`src/rtl/ad_sample_sched.sv`:
```
// ADC conversion scheduler: arbitrates telemetry and periodic protection requests
// onto a single ADC reader, with trigger pulse, response timeout and inter-conversion gap.
module ad_sample_sched #(
  parameter int PROT_PERIOD_US = 50,
  parameter int TRIG_LEN       = 4,
  parameter int TIMEOUT_CLKS   = 2000
) (
  input  logic        clk,
  input  logic        Reset,
  input  logic        time_1us,
  input  logic        tele_req,
  input  logic        prot_en,
  output logic        ad_trigger,
  input  logic [11:0] ad_data,
  input  logic        ad_valid,
  output logic [11:0] tele_data,
  output logic        tele_valid,
  output logic [11:0] prot_data,
  output logic        prot_valid,
  output logic        busy,
  output logic        ad_timeout_err,
  input  logic        clr_err
);

  typedef enum logic [1:0] {IDLE, TRIG, WAIT, GAP} state_t;

  localparam logic [15:0] TRIG_LAST   = 16'(TRIG_LEN - 1);
  localparam logic [15:0] WAIT_LAST   = 16'(TIMEOUT_CLKS - 1);
  localparam logic [9:0]  PERIOD_LAST = 10'(PROT_PERIOD_US - 1);

  state_t      state, state_nx;
  logic        own;
  logic [15:0] cnt;
  logic [9:0]  prot_cnt;
  logic        tele_pend, prot_pend;
  logic        tele_req_q, tele_arm;
  logic        tele_edge, grant, timeout, prot_service;

  // tele_arm blocks a request level that was already high when reset released
  assign tele_edge    = tele_req & ~tele_req_q & tele_arm;
  assign grant        = (state == IDLE) & (tele_pend | prot_pend);
  assign timeout      = (state == WAIT) & ~ad_valid & (cnt == WAIT_LAST);
  assign prot_service = (state != IDLE) & own;

  always_ff @(posedge clk or posedge Reset) begin
    if (Reset) state <= IDLE;
    else       state <= state_nx;
  end

  always_comb begin
    state_nx = state;
    case (state)
      IDLE: if (tele_pend || prot_pend) state_nx = TRIG;
      TRIG: if (cnt == TRIG_LAST) state_nx = WAIT;
      WAIT: if (ad_valid || cnt == WAIT_LAST) state_nx = GAP;
      GAP:  if (cnt == 16'd1) state_nx = IDLE;
      default: state_nx = IDLE;
    endcase
  end

  always_comb begin
    ad_trigger = (state == TRIG);
    busy       = (state != IDLE);
  end

  // cnt measures time spent in the current state and restarts on every transition
  always_ff @(posedge clk or posedge Reset) begin
    if (Reset) begin
      cnt <= '0;
      own <= 1'b0;
    end else begin
      if (state_nx != state) cnt <= '0;
      else if (state != IDLE) cnt <= cnt + 16'd1;
      if (grant) own <= prot_pend;
    end
  end

  always_ff @(posedge clk or posedge Reset) begin
    if (Reset) begin
      tele_req_q <= 1'b0;
      tele_arm   <= 1'b0;
      tele_pend  <= 1'b0;
    end else begin
      tele_req_q <= tele_req;
      if (!tele_req) tele_arm <= 1'b1;
      if (tele_edge) tele_pend <= 1'b1;
      else if (grant && !prot_pend) tele_pend <= 1'b0;
    end
  end

  // With prot_en low the period restarts, but an in-flight protection conversion is left alone
  always_ff @(posedge clk or posedge Reset) begin
    if (Reset) begin
      prot_cnt  <= '0;
      prot_pend <= 1'b0;
    end else begin
      if (!prot_en) begin
        if (!prot_service) prot_cnt <= '0;
      end else if (time_1us) begin
        if (prot_cnt == PERIOD_LAST) prot_cnt <= '0;
        else prot_cnt <= prot_cnt + 10'd1;
      end
      if (prot_en && time_1us && prot_cnt == PERIOD_LAST) prot_pend <= 1'b1;
      else if (grant) prot_pend <= 1'b0;
      else if (!prot_en && !prot_service) prot_pend <= 1'b0;
    end
  end

  always_ff @(posedge clk or posedge Reset) begin
    if (Reset) begin
      tele_data      <= '0;
      tele_valid     <= 1'b0;
      prot_data      <= '0;
      prot_valid     <= 1'b0;
      ad_timeout_err <= 1'b0;
    end else begin
      tele_valid <= 1'b0;
      prot_valid <= 1'b0;
      if (state == WAIT && ad_valid) begin
        if (own) begin
          prot_data  <= ad_data;
          prot_valid <= 1'b1;
        end else begin
          tele_data  <= ad_data;
          tele_valid <= 1'b1;
        end
      end
      if (timeout) ad_timeout_err <= 1'b1;
      else if (clr_err) ad_timeout_err <= 1'b0;
    end
  end

endmodule
```
`config.mk`:
```
export PLATFORM = sky130hd
export DESIGN_NAME = ad_sample_sched
export DESIGN_NICKNAME = d
export VERILOG_FILES = /design/src/rtl/ad_sample_sched.sv
export SDC_FILE = /design/constraint.sdc
export NUM_CORES = 1
export LEC_CHECK = 0
export BUFFER_PORTS_ARGS = -buffer_cell sky130_fd_sc_hd__buf_2
export CORE_ASPECT_RATIO = 2
export CORE_MARGIN = 2
export CORE_UTILIZATION = 40
export DETAILED_ROUTE_END_ITERATION = 10
export PLACE_DENSITY = 0.68
export SKIP_CTS_REPAIR_TIMING = 1
export SLEW_MARGIN = 20
export SYNTH_ARGS = -nofsm -noshare
export SYNTH_HDL_FRONTEND = slang
export SYNTH_SLANG_ARGS = --single-unit
export TNS_END_PERCENT = 20
```
`constraint.sdc`:
```
create_clock -name clk -period 2.75 [get_ports clk]
set_input_delay 0 -clock clk [delete_from_list [all_inputs] [get_ports clk]]
set_output_delay 0 -clock clk [all_outputs]
set_load 0.01 [all_outputs]
```
== After elaboration in Yosys (flattened, before gate mapping) ==
Index checks and enable logic that the tools add are counted.
W data, S select, Z words.

* Add/sub/neg operators: 2
* Muxes and demuxes: 22
* Reduce and logical (&&, ||, !) cells: 19
* Equal/unequal tests: 10
* Bitwise gates (word level): 10

{| class="wikitable"
|+ Operator list
! operator !! count
|-
| $mux W10 || 4
|-
| $mux W16 || 2
|-
| $add A16 B1 Y16 const B || 1
|-
| $eq A16 B1 Y1 const B || 1
|-
| $eq A16 B11 Y1 const B || 1
|-
| $eq A16 B2 Y1 const B || 1
|-
| $mux W1 || 11
|-
| $add A10 B1 Y10 const B || 1
|-
| $eq A10 B6 Y1 const B || 1
|-
| $mux W2 || 4
|-
| $pmux W2 S4 || 1
|-
| $reduce_bool A2 Y1 || 4
|-
| $and A1 B1 Y1 || 6
|-
| $reduce_and A2 Y1 || 3
|-
| $logic_and A1 B1 Y1 || 5
|-
| $eq A2 B2 Y1 const B || 2
|-
| $ne A2 B2 Y1 const B || 2
|-
| $logic_not A1 Y1 || 3
|-
| $not A1 Y1 || 3
|-
| $reduce_bool A3 Y1 || 1
|-
| $eq A2 B1 Y1 const B || 1
|-
| $logic_not A2 Y1 || 1
|-
| $logic_or A1 B1 Y1 || 2
|-
| $ne A2 B2 Y1 || 1
|-
| $or A1 B1 Y1 || 1
|}

* Output and inout bits: 29
* Register bits: 60
* Bits of input ports: 19
* Word-level logic and storage cells: 76

== Longest topological paths before layout ==
* Word-level depth: 7
* Depth in mapped cells: 8
* Mapped depth without buffers: 7

== Worst setup path after synthesis ==
No wires, ideal clock.

* Kind: register to register
* From: register prot_cnt[1]
* To: register prot_cnt[2]
* Stages on the path, launching flop included: 9
* Arrival time: 1.806 ns
* Setup slack: 0.814 ns
* Period minus slack after synthesis: 1.936 ns
* Library setup time: 0.129 ns
* Buffers on the path: 1
* Required time: 2.621 ns
* Cell sequence: dfrtp_1 -> inv_1 -> ha_1 -> or4b_1 -> o31ai_1 -> buf_4 -> nor2_1 -> o21ai_0 -> o21ai_0

* Longest elaborated chain between the ends: 4
* Elaborated cells between the ends (all ways): 5
* Those cells by class: add/sub: 1; eq/ne: 1; mux: 3

{| class="wikitable"
|+ Ends and longest elaborated chain
! element !! line !! RTL
|-
| from (decl) || 34 || <nowiki>logic [9:0] prot_cnt;</nowiki>
|-
| from (signal assigned) || 101 || <nowiki>else prot_cnt <= prot_cnt + 10'd1;</nowiki>
|-
| $add A10 B1 Y10 / $eq A10 B6 Y1 (equally long branches) || 101, 100 ||
|-
| $mux W10 (*) || 100 || <nowiki>if (prot_cnt == PERIOD_LAST) prot_cnt <= '0;</nowiki>
|-
| $mux W10 (*) || 99 || <nowiki>end else if (time_1us) begin</nowiki>
|-
| $mux W10 (*) || 97 || <nowiki>if (!prot_en) begin</nowiki>
|}

Every way passes the cells marked *; elsewhere a longest branch is shown, timed or not. The select of a mux whose other input is x is not followed.
A chain may end at the register's enable or synchronous reset.

== Worst setup path in the final report ==
* From: register cnt[13]
* To: register ad_timeout_err

* Longest elaborated chain between the ends: 3
* Elaborated cells between the ends (all ways): 4
* Those cells by class: eq/ne: 1; mux: 1; bitwise: 1; reduce/logical: 1

{| class="wikitable"
|+ Ends and longest elaborated chain
! element !! line !! RTL
|-
| from (decl) || 33 || <nowiki>logic [15:0] cnt;</nowiki>
|-
| from (signal assigned) || 73 || <nowiki>else if (state != IDLE) cnt <= cnt + 16'd1;</nowiki>
|-
| $eq A16 B11 Y1 (*) || 42 || <nowiki>assign timeout = (state == WAIT) & ~ad_valid & (cnt == WAIT_LAST);</nowiki>
|-
| $and A1 B1 Y1 (*) || 42 ||
|-
| $mux W1 / $reduce_bool A2 Y1 (equally long branches) || -- ||
|-
| to (signal assigned) || 115 || <nowiki>ad_timeout_err <= 1'b0;</nowiki>
|-
| to (signal assigned) || 128 || <nowiki>if (timeout) ad_timeout_err <= 1'b1;</nowiki>
|-
| to (signal assigned) || 129 || <nowiki>else if (clr_err) ad_timeout_err <= 1'b0;</nowiki>
|-
| to (decl) || 21 || <nowiki>output logic ad_timeout_err,</nowiki>
|}

Every way passes the cells marked *; elsewhere a longest branch is shown, timed or not.

==> flow_metrics.env <==
export IMPL_post_drt_via_cell_ratio=5.29
export IMPL_wirelength_um=6440
export IMPL_finalMaxSlewViolations=0
export IMPL_p_sw_frac=0.290
export IMPL_syn_inst=246
export IMPL_tightest_slew_ns=0.752
export IMPL_slew_headroom=0.484
export IMPL_globalRouteTotalUtil=0.172
export IMPL_placedInstanceArea_mm2=0.00311
export IMPL_synth_area_mm2=0.00276
export IMPL_area_growth_pct=30.5
export IMPL_skew_ns=0.00520
export IMPL_rsz0062_at_grt="no"
export IMPL_failed_checks="hold timing"
export IMPL_clockPowerShare=0.400
export IMPL_hold_violations=2
export IMPL_start_util=0.414
export IMPL_place_hpwl_um=4450
export IMPL_grt_pass1_wl_um=9980
export IMPL_grt_max_degree=42
export IMPL_fmax_mhz=442
export IMPL_fp_dieArea_mm2=0.00763
export IMPL_syn_nets=269
export IMPL_finalPower_mw=3.10
export IMPL_cts_buffers=9
export IMPL_drtPass1Iterations=4
export IMPL_grt_pass1_vias=2112
export IMPL_clk_path_buf_depth=2
export IMPL_ir_drop_mv=0.630
export IMPL_async_flop_share=1.00
export IMPL_layout_drive_gt1_share=0.297
export IMPL_clkTransAtPathRegs_ns=0.05
export IMPL_finalSetupTns_ns=0
export IMPL_port_buffers=47
export IMPL_ys_warn_count=0
export IMPL_ys_seq_area_frac=0.543
export IMPL_clkSinkCount=60
export IMPL_root_buffer="clkbuf_16"
export IMPL_rows=42
export IMPL_clock_latency_ns=0.33
export IMPL_crit_path_max_fanout=6
export IMPL_drt_initial_drc_count=82
export IMPL_crit_path_start_kind="register"
export IMPL_p_comb_frac=0.221
export IMPL_htree_num_levels=3
export IMPL_die_x_um=62.8
export IMPL_drc=0
export IMPL_finalCritPeriodShare=0.822
export IMPL_power_switching_mw=0.900
export IMPL_synth_area_per_cell_um2=11.2
export IMPL_ff2ff_setup_slack_ns=0.49
export IMPL_fin_nets=341
export IMPL_vias=2175
export IMPL_hold_slack_ns=-0.0104
export IMPL_grt_ovfl_total=0
export IMPL_design_area_mm2=0.00361
export IMPL_p_int_mw=2.20
export IMPL_core_region_area_mm2=0.00667
export IMPL_p_seq_frac=0.379
export IMPL_wl_per_cell_um=15.7
export IMPL_cp_end_kind="register"
export IMPL_required_ns=3.01
export IMPL_synth_edff_count=0
export IMPL_ys_flop_type="dfrtp_1"
export IMPL_setup_viol=0
export IMPL_ios=48
export IMPL_antennaDiodeCount=0
export IMPL_fin_crit_ns=2.26
export IMPL_place_congestion=0.840
export IMPL_p_per_area_mw_per_mm2=860
export IMPL_hold_class="in2reg"
export IMPL_status="finished with violations"
export IMPL_cts_tree="built"
export IMPL_drv_cap=0
export IMPL_antenna_found_initial=0
export IMPL_critPathKind="reg2reg"
export IMPL_ys_types=40
export IMPL_final_antenna_net_count=0
export IMPL_ys_ff_latch=60
export IMPL_crit_arrival_ns=2.52
export IMPL_die_h_um=122
export IMPL_leakagePower_nw=1.70
## area by class of cell
| class | count | area, um^2 |
|---|---|---|
| flip-flops and latches | 60 | 1500 |
| inverters | 10 | 37.5 |
| clock inverters | 3 | 67.6 |
| multi-input cells | 170 | 1190 |
| clock buffers | 13 | 270 |
| fillers | 635 | 3070 |
| repair buffers | 67 | 425 |
| well taps | 88 | 110 |
## worst paths after layout
path                            start        endpoint  depth (start not counted)
max in group asynchronous       Reset  ad_timeout_err                          4
min in group asynchronous       Reset      tele_valid                          3
max reg2reg                   cnt[13]  ad_timeout_err                          5
min reg2reg                tele_req_q       tele_pend                          1
min                          time_1us     prot_cnt[8]                          3
max                           cnt[13]  ad_timeout_err                          5
## sequential cells by signal, summed over array words and instances, names as in the netlist
| register | flops |
|---|---|
| cnt | 16 |
| own | 1 |
| state | 2 |
| tele_pend | 1 |
| ad_timeout_err | 1 |
| prot_data | 12 |
| prot_valid | 1 |
| prot_pend | 1 |
| tele_valid | 1 |
| prot_cnt | 10 |
| tele_data | 12 |
| tele_req_q | 1 |
| tele_arm | 1 |
## layout by cell type, fill, tap and decap left out, types with 4 or more instances in the layout
| cell type | synthesis | final |
|---|---|---|
| and2_1 | 4 | 4 |
| o31ai_1 | 5 | 5 |
| nand2_1 | 16 | 16 |
| dfrtp_1 | 60 | 60 |
| dlygate4sd3_1 | 0 | 16 |
| buf_2 | 1 | 47 |
| xnor2_1 | 5 | 5 |
| nand3_1 | 9 | 9 |
| o21ai_0 | 17 | 17 |
| mux2_2 | 24 | 24 |
| inv_1 | 10 | 9 |
| or3_1 | 4 | 4 |
| nand4_1 | 8 | 8 |
| xor2_1 | 9 | 9 |
| nor2_1 | 24 | 24 |
| buf_4 | 1 | 4 |
| ha_1 | 4 | 4 |
| clkbuf_16 | 0 | 9 |
## worst max-delay path, cell delays in order, from the launching register on
cell           delay [ns]
dfrtp_1              0.42
or4_4                0.56
nor4_2               0.18
nand3_1              0.27
o22ai_1              0.19
dlygate4sd3_1        0.56
## routing by layer
metal  up-vias  track usage  share of wire
li1       1037            -              -
met1      1079        0.176           0.39
met2        47        0.319           0.56
met3        12       0.0397          0.031
met4         0       0.0917          0.023
met5         -            0              0
## kinds of logic after synthesis
family / Yosys count / share of synthesized area
xor+xnor: 14 / 0.0444
mux: 26 / 0.105
buf+inv: 16 / 0.0263
simple gates: 86 / 0.167
compound gates: 40 / 0.0956
flops: 60 / 0.543
fa+ha+maj: 4 / 0.0181
## cells in the mapped netlist, drive strengths merged (3+ instances only)
| cell | instances | area share |
|---|---|---|
| buf | 4 | 0.010 |
| nand2b | 3 | 0.0068 |
| mux2 | 24 | 0.098 |
| nor4 | 4 | 0.011 |
| and2 | 4 | 0.0091 |
| inv | 10 | 0.014 |
| xor2 | 9 | 0.029 |
| nor3 | 4 | 0.0072 |
| nand2 | 16 | 0.022 |
| nand4 | 8 | 0.018 |
| dfrtp | 60 | 0.54 |
| nor2 | 24 | 0.033 |
| o41ai | 3 | 0.0095 |
| nand3 | 9 | 0.016 |
| o31ai | 5 | 0.014 |
| or3 | 4 | 0.0091 |
| xnor2 | 5 | 0.016 |
| o21ai | 17 | 0.031 |
| ha | 4 | 0.018 |
| o22ai | 3 | 0.0068 |
## through the flow
stage,std cells,worst slack [ns],utilization
after detailed placement,379,0.506,0.466
final,411,0.489,0.540
after global placement,379,0.581,0.466
after CTS,395,0.482,0.516
after floorplan,246,0.814,-
after global routing,411,0.268,0.540
## power by group through the flow
stage	combinational [mW]	sequential, mW	clock, mW
final	0.685	1.18	1.24
after global routing	0.751	1.19	1.30
after CTS	0.676	1.17	1.27
after detailed placement	0.670	1.18	0
after global placement	0.656	1.18	0
after floorplan	0.448	1.18	0
(Power assumes the default switching activity.)
